### config.mk
export PLATFORM = sky130hd
export DESIGN_NAME = seven_seg_scan_ctrl
export DESIGN_NICKNAME = d
export VERILOG_FILES = /design/src/rtl/seven_seg_scan_ctrl.sv
export SDC_FILE = /design/constraint.sdc
export NUM_CORES = 1
export LEC_CHECK = 0
export ABC_CLOCK_PERIOD_IN_PS = 3700
export CAP_MARGIN = 15
export CORE_ASPECT_RATIO = 0.75
export CORE_MARGIN = 10
export CORE_UTILIZATION = 45
export DETAILED_ROUTE_END_ITERATION = 6
export PLACE_DENSITY_LB_ADDON = 0.1
export REMOVE_ABC_BUFFERS = 1
export SKIP_LAST_GASP = 1
export SLEW_MARGIN = 10
export SYNTH_ARGS = -nofsm -noshare
export SYNTH_HDL_FRONTEND = slang
export SYNTH_SLANG_ARGS = --single-unit
### constraint.sdc
create_clock -name clk -period 3.7 [get_ports clk]
set_input_delay 0.74 -clock clk [delete_from_list [all_inputs] [get_ports clk]]
set_output_delay 0.74 -clock clk [all_outputs]
set_load 0.01 [all_outputs]
### src/rtl/seven_seg_scan_ctrl.sv
// Time-multiplexed scan controller for common-anode seven-segment digits sharing one BCD decoder.
// Optional: define LEADING_ZERO_BLANK_EN to blank leading zero digits (digit 0 is always shown).
module seven_seg_scan_ctrl #(
    parameter int NUM_DIGITS   = 4,
    parameter int REFRESH_DIV  = 50000,
    parameter int BLANK_CYCLES = 2
) (
    input  logic                    clk,
    input  logic                    reset,
    input  logic                    en,
    input  logic                    load,
    input  logic [4*NUM_DIGITS-1:0] digits_in,
    output logic [3:0]              dec_bcd,
    input  logic [6:0]              dec_seg,
    output logic [6:0]              seg_n,
    output logic [NUM_DIGITS-1:0]   an_n,
    output logic                    frame_done,
    output logic                    bcd_err
);

    localparam int CNT_W = $clog2(REFRESH_DIV);
    localparam int IDX_W = $clog2(NUM_DIGITS);
    localparam logic [6:0]            SEG_OFF = 7'b1111111;
    localparam logic [NUM_DIGITS-1:0] AN_OFF  = '1;

    typedef enum logic {
        BLANK,
        SHOW
    } state_t;

    state_t                  state_q, state_d;
    logic [CNT_W-1:0]        cnt_q, cnt_d;
    logic [IDX_W-1:0]        idx_q, idx_d;
    logic [4*NUM_DIGITS-1:0] shadow_q, shadow_d;
    logic [4*NUM_DIGITS-1:0] display_q, display_d;
    logic [6:0]              seg_n_q, seg_n_d;
    logic [NUM_DIGITS-1:0]   an_n_q, an_n_d;
    logic                    frame_done_q, frame_done_d;
    logic                    bcd_err_q, bcd_err_d;

    logic [3:0] cur_bcd;
    logic [6:0] show_seg;
    logic       bcd_invalid;
    logic       lz_blank;
    logic       last_digit;
    logic       blank_end;
    logic       slot_end;

    always_comb begin
        cur_bcd = 4'd0;
        for (int k = 0; k < NUM_DIGITS; k++) begin
            if (idx_q == IDX_W'(k)) begin
                cur_bcd = display_q[4*k +: 4];
            end
        end
    end

    assign dec_bcd = cur_bcd;

`ifdef LEADING_ZERO_BLANK_EN
    // Walk down from the top digit; a digit is blank while everything above and including it is zero.
    always_comb begin : lz_scan
        logic upper_zero;
        upper_zero = 1'b1;
        lz_blank   = 1'b0;
        for (int k = NUM_DIGITS - 1; k >= 1; k--) begin
            upper_zero = upper_zero && (display_q[4*k +: 4] == 4'd0);
            if (idx_q == IDX_W'(k)) begin
                lz_blank = upper_zero;
            end
        end
    end
`else
    assign lz_blank = 1'b0;
`endif

    assign bcd_invalid = (cur_bcd > 4'd9);
    assign show_seg    = (bcd_invalid || lz_blank) ? SEG_OFF : dec_seg;
    assign last_digit  = (idx_q == IDX_W'(NUM_DIGITS - 1));
    assign blank_end   = (state_q == BLANK) && (cnt_q == CNT_W'(BLANK_CYCLES - 1));
    assign slot_end    = (state_q == SHOW) && (cnt_q == CNT_W'(REFRESH_DIV - 1));

    always_ff @(posedge clk or posedge reset) begin
        if (reset) begin
            state_q <= BLANK;
        end else begin
            state_q <= state_d;
        end
    end

    always_comb begin
        state_d = state_q;
        if (!en) begin
            state_d = BLANK;
        end else begin
            case (state_q)
                BLANK:   if (blank_end) state_d = SHOW;
                SHOW:    if (slot_end)  state_d = BLANK;
                default: state_d = BLANK;
            endcase
        end
    end

    // Anodes and segments only ever change together, on slot-phase edges.
    always_comb begin
        cnt_d        = cnt_q;
        idx_d        = idx_q;
        shadow_d     = shadow_q;
        display_d    = display_q;
        seg_n_d      = seg_n_q;
        an_n_d       = an_n_q;
        frame_done_d = 1'b0;
        bcd_err_d    = bcd_err_q;

        if (load) begin
            shadow_d  = digits_in;
            bcd_err_d = 1'b0;
        end

        if (!en) begin
            cnt_d     = '0;
            idx_d     = '0;
            seg_n_d   = SEG_OFF;
            an_n_d    = AN_OFF;
            display_d = load ? digits_in : shadow_q;
        end else begin
            cnt_d = cnt_q + CNT_W'(1);
            if (blank_end) begin
                seg_n_d = show_seg;
                an_n_d  = ~(NUM_DIGITS'(1) << idx_q);
                if (bcd_invalid) begin
                    bcd_err_d = 1'b1;
                end
            end
            if (slot_end) begin
                cnt_d   = '0;
                seg_n_d = SEG_OFF;
                an_n_d  = AN_OFF;
                idx_d   = last_digit ? '0 : idx_q + IDX_W'(1);
                if (last_digit) begin
                    frame_done_d = 1'b1;
                    display_d    = load ? digits_in : shadow_q;
                end
            end
        end
    end

    always_ff @(posedge clk or posedge reset) begin
        if (reset) begin
            cnt_q        <= '0;
            idx_q        <= '0;
            shadow_q     <= '0;
            display_q    <= '0;
            seg_n_q      <= SEG_OFF;
            an_n_q       <= AN_OFF;
            frame_done_q <= 1'b0;
            bcd_err_q    <= 1'b0;
        end else begin
            cnt_q        <= cnt_d;
            idx_q        <= idx_d;
            shadow_q     <= shadow_d;
            display_q    <= display_d;
            seg_n_q      <= seg_n_d;
            an_n_q       <= an_n_d;
            frame_done_q <= frame_done_d;
            bcd_err_q    <= bcd_err_d;
        end
    end

    assign seg_n      = seg_n_q;
    assign an_n       = an_n_q;
    assign frame_done = frame_done_q;
    assign bcd_err    = bcd_err_q;

endmodule
==> Word-level counts from Yosys, hierarchy flattened <==
Index checks and enable logic that the tools add are counted.
{ "classes": {"eq_ne": 8, "shifts": 1, "n_lt_le_gt_ge": 1, "addsub": 2, "bitwise": 2, "reduce_logical": 4, "n_mux": 31} }
{ "ops": {"columns": ["cell", "count"], "rows": [
  ["16-bit 2-to-1 mux", 6],
  ["4-bit 2-to-1 mux", 7],
  ["7-bit 2-to-1 mux", 4],
  ["16-bit by 1-bit adder with 16-bit output (second input constant)", 1],
  ["16-bit by 1-bit equality test with 1-bit output (second input constant)", 1],
  ["16-bit equality test (second input constant)", 1],
  ["1-bit 2-to-1 mux", 10],
  ["2-bit 2-to-1 mux", 3],
  ["2-bit equality test (second input constant)", 2],
  ["4-bit > comparator (second input constant)", 1],
  ["2-bit by 1-bit != test with 1-bit output (second input constant)", 2],
  ["4-bit inverter", 1],
  ["1-bit by 2-bit << shifter with 4-bit output (first input constant)", 1],
  ["3-bit by 1-bit != test with 1-bit output (second input constant)", 1],
  ["2-bit by 1-bit adder with 2-bit output (second input constant)", 1],
  ["2-bit by 1-bit equality test with 1-bit output (second input constant)", 1],
  ["1-bit logical AND", 2],
  ["2-bit logical NOT", 1],
  ["1-bit one-hot mux with 2 select lines", 1],
  ["2-bit AND reduction", 1],
  ["1-bit inverter", 1]
]} }
{ "word_totals": {"elab_cells": 58, "in_bits": 27, "out_inout_bits": 17, "register_bits": 64} }

==> Depth between registers and ports, before layout <==
{ "depth": {"depth_word": 10, "depth_mapped": 7, "mapped_depth_nobuf": 6} }

==> Least setup slack after synthesis <==
OpenSTA, ideal clock, no wires.
{ "synth_timing": {"kind": "reg-to-reg", "from": "register cnt_q[4]", "to": "register display_q[0]", "path_stages_with_launch": 8, "setup_ns": 0.125, "n_path_buf": 3, "arrival_ns": 2.299, "path_slack_ns": 1.275, "path_cell_list": "dfrtp_1 or4_1 or4_1 buf_2 o31a_1 buf_6 buf_12 mux2_4"} }
{ "synth_between": {"elab_chain_cells": 4} }
{ "synth_lines": {"columns": ["element", "line_no", "text"], "rows": [
  ["start: declaration", "32", "logic [CNT_W-1:0] cnt_q, cnt_d;"],
  ["start signal: assignment", "159", "cnt_q <= cnt_d;"],
  ["16-bit equality test", "81", "assign slot_end = (state_q == SHOW) && (cnt_q == CNT_W'(REFRESH_DIV - 1));"],
  ["1-bit logical AND", "81", null],
  ["2-bit by 1-bit != test with 1-bit output (no line)", null, null],
  ["2-bit AND reduction (no line)", null, null],
  ["end signal: assignment", "162", "display_q <= display_d;"],
  ["end: declaration", "35", "logic [4*NUM_DIGITS-1:0] display_q, display_d;"]
]} }
Every way passes these cells.
A chain may end at the register's enable or synchronous reset.

==> Worst setup path in the final report <==
{ "layout_timing": {"from": "register idx_q[1]", "to": "output port dec_bcd[2]"} }
{ "layout_between": {"elab_chain_cells": 5, "elab_cells_between_ends": 8, "cone_classes": "eq/ne: 3; mux: 4; reduce/logical: 1"} }
{ "layout_lines": {"columns": ["element", "line_no", "text"], "rows": [
  ["start: declaration", "33", "logic [IDX_W-1:0] idx_q, idx_d;"],
  ["start signal: assignment", "160", "idx_q <= idx_d;"],
  ["2-bit logical NOT", "52", "if (idx_q == IDX_W'(k)) begin"],
  ["4-bit 2-to-1 mux (3 in a row)", "52", null],
  ["4-bit 2-to-1 mux *", "52", null],
  ["end: declaration", "13", "output logic [3:0] dec_bcd,"]
]} }
Mark *: on every way between the ends. The rest lies on a longest branch, timed or not.

==> metrics.md <==
| Metric | Value |
|---|---|
| Setup tns final | 0 ns |
| Initial antenna violation count | 0 |
| Final Setup Violations | 0 |
| Site Rows | 25 |
| Total grt overflow | 0 |
| Synth Area per Inst | 11.8 um2 |
| WL final | 6200 um |
| Nets | 331 |
| RePlAce Congestion | 0.755 |
| Hold buffers post-CTS | 0 |
| Shortest period the worst path allows | 3.15 ns |
| Mapped Cells | 253 |
| Clock Skew | ~0.0085 ns |
| Max_cap viols | 0 |
| Crit end category | primary output |
| Crit path required time | 2.96 ns |
| Initial DRC count | approximately 120 |
| Total clock buffers created by CTS | 9 |
| Via Count | 2023 |
| Initial core utilization | 0.468 |
| HPWL after DPL | 4240 um |
| Core box area | ~6300 um2 |
| GRT Total Usage | 0.126 |
| Ys flop type | dfrtp_1 |
| Min-delay worst type | reg -> reg |
| Crit Path Max Fanout | 9 |
| Post-Syn Area | between 2000 and 3000 um2 |
| # resized after CTS | 0 |
| DR DRC count | 0 |
| Synthesized flop and latch total | 64 |
| Startpoint types | flip-flop |
| Final Util | 0.571 |
| Seq/Total Area, Yosys | 0.543 |
| Largest net degree at the start of global routing | between 60 and 70 |
| Wire per inst | approximately 16 um |
| First-pass GRT wire length | 10600 um |
| Worst-Margin Slew | 0.975 ns |
| Htree depth | 3 |
| Clk root buf | clkbuf_8 |
| WP data arrival | 2.41 ns |
| Cell area power density | ~420 nW/um2 |
| Final hold slack | roughly 0.5 ns |
| Max-slew violation count | 0 |
| Clock buffer depth | 2 |
| RSZ-0062 raised after global routing | false |
| Post-DR vias/cell | between 5 and 6 |
| Overall die area | 10300 um2 |
| Clock latency on the worst-skew pair | 0.34 ns |
| Post-CTS Setup Bufs | 0 |
| PortBufs | 43 |
| Fin. Hold Viols | 0 |
| Post-synth EDFFs | 0 |
| Die H | 90.4 um |
| Clock slew seen by the registers of the worst setup and hold paths | 0.07 ns |
| Finished Layout Cells | 384 |
| TritonCTS clock tree | yes |
| Final worst-path cycle share | 0.852 |
| Worst vdd ir | 0.000249 V |
| DRT antenna net count | 0 |
| Die W | 114 um |
| IO Pins | 44 |
| CTS Sinks | 64 |
| Slew headroom | 0.350 |
| TritonRoute pass-1 iters | 4 |
| Yosys warns | 0 |
| Placed cells | 368 |
| Critical path class | reg -> out |
| Status | finished, final reports clean |
| Leakage | 0.00148 uW |
| Share of cells above drive strength 1 | 0.211 |
| Layout Area Growth over Synthesis | 21.9% |
| Asr flop ratio synth | 1.00 |
| N_diodes | 0 |
| Synth unique cells | 42 |
| Fmax | 0.317 GHz |
| Vias in the first global route | slightly above 2k |
## cells in the final DEF, fill, tap and decap left out, types with 2 or more instances in the layout
cell              n
a21oi_1           6
o21ai_0           3
clkbuf_8         10
o21a_1            2
o211ai_1          4
a32oi_1           6
mux2_4           10
buf_4             3
nor3b_1           2
dfrtp_1          53
nand2_1           8
nor2b_1           2
nor4_1            7
clkinv_2          3
nand3_1           6
a211oi_1          4
nor3_1           12
or2_2             3
or3_1             2
or4_1             4
nand3b_1          4
ha_1              6
xor2_1            3
xnor2_1          11
inv_1            11
clkdlybuf4s50_1  43
mux2_2           22
nand4_1           3
clkbuf_1          2
dfstp_2          11
nor2_1           24
## kinds of logic after synthesis
kind of cell,Yosys count,share of synthesized area
mux,32,0.134
fa+ha+maj,6,0.0252
xor+xnor,14,0.0412
simple gates,81,0.143
flops,64,0.543
buf+inv,25,0.0400
compound gates,31,0.0740
## final cells by class
type / count / area, um2
Fill cell: 562 / 2720
Clock buffer: 12 / 145
Sequential cell: 64 / 1620
Inverter: 13 / 48.8
Tap cell: 81 / 101
Timing Repair Buffer: 46 / 453
Multi-Input combinational cell: 164 / 1240
Clock inverter: 4 / 22.5
## report_power, final
part	internal, uW	total (uW)	switching (uW)
sequential	763	793	29.3
clock	258	521	263
combinational	123	217	94.0
## worst max-delay path: stages (launching register included)
cell             delay [ns]
dfrtp_1                0.41
inv_1                  0.09
ha_1                   0.35
a211oi_1               0.12
a211oi_1               0.47
clkdlybuf4s50_1        0.63
## through the flow
step	area (um2)	setup slack [ns]	total power, uW
final	3630	0.547	1530
after global routing	3630	0.383	1610
after floorplan	2900	1.21	922
after global placement	3460	0.934	1020
after detailed placement	3460	0.883	1020
after CTS	3630	0.509	1550
## synthesized netlist by cell type, types with 3 or more instances
master / count / area share
ha_1: 6 / 0.025
nor2_1: 24 / 0.030
nor4_1: 7 / 0.015
nor3_1: 12 / 0.020
nand3_1: 6 / 0.010
o211ai_1: 4 / 0.010
nand3b_1: 4 / 0.010
dfrtp_1: 53 / 0.45
xnor2_1: 11 / 0.032
dfstp_2: 11 / 0.097
a21oi_1: 6 / 0.010
nand4_1: 3 / 0.0063
nand2_1: 8 / 0.010
o21ai_0: 3 / 0.0050
or4_1: 4 / 0.010
a211oi_1: 4 / 0.010
clkbuf_1: 8 / 0.010
mux2_4: 10 / 0.050
a32oi_1: 6 / 0.018
or2_2: 3 / 0.0063
xor2_1: 3 / 0.0088
inv_1: 12 / 0.015
mux2_2: 22 / 0.083
## path summary, 6_finish.rpt
check | start | endpoint | slack (ns) | cells after the start
max in group asynchronous | reset | display_q[13] | 2.24 | 3
worst max register to register | cnt_q[4] | display_q[13] | 0.98 | 4
min in group asynchronous | reset | shadow_q[6] | 0.94 | 3
worst min register to register | shadow_q[5] | shadow_q[5] | 0.49 | 1
worst min-delay path | shadow_q[5] | shadow_q[5] | 0.49 | 1
worst max-delay path | idx_q[1] | dec_bcd[2] | 0.55 | 5
## state kept, by name, summed over array words and instances (netlist names)
name	count
state_q	1
display_q	16
idx_q	2
cnt_q	16
frame_done	1
shadow_q	16
seg_n	7
an_n	4
bcd_err	1
## routing by layer
metal / track usage / vias up / part of all wire
met2: 0.160 / 55 / 0.40
met4: 0.0563 / 0 / 0.016
met5: 0 / - / 0
met1: 0.178 / 969 / 0.51
li1: - / 988 / -
met3: 0.0531 / 11 / 0.071
(Power assumes the default switching activity.)
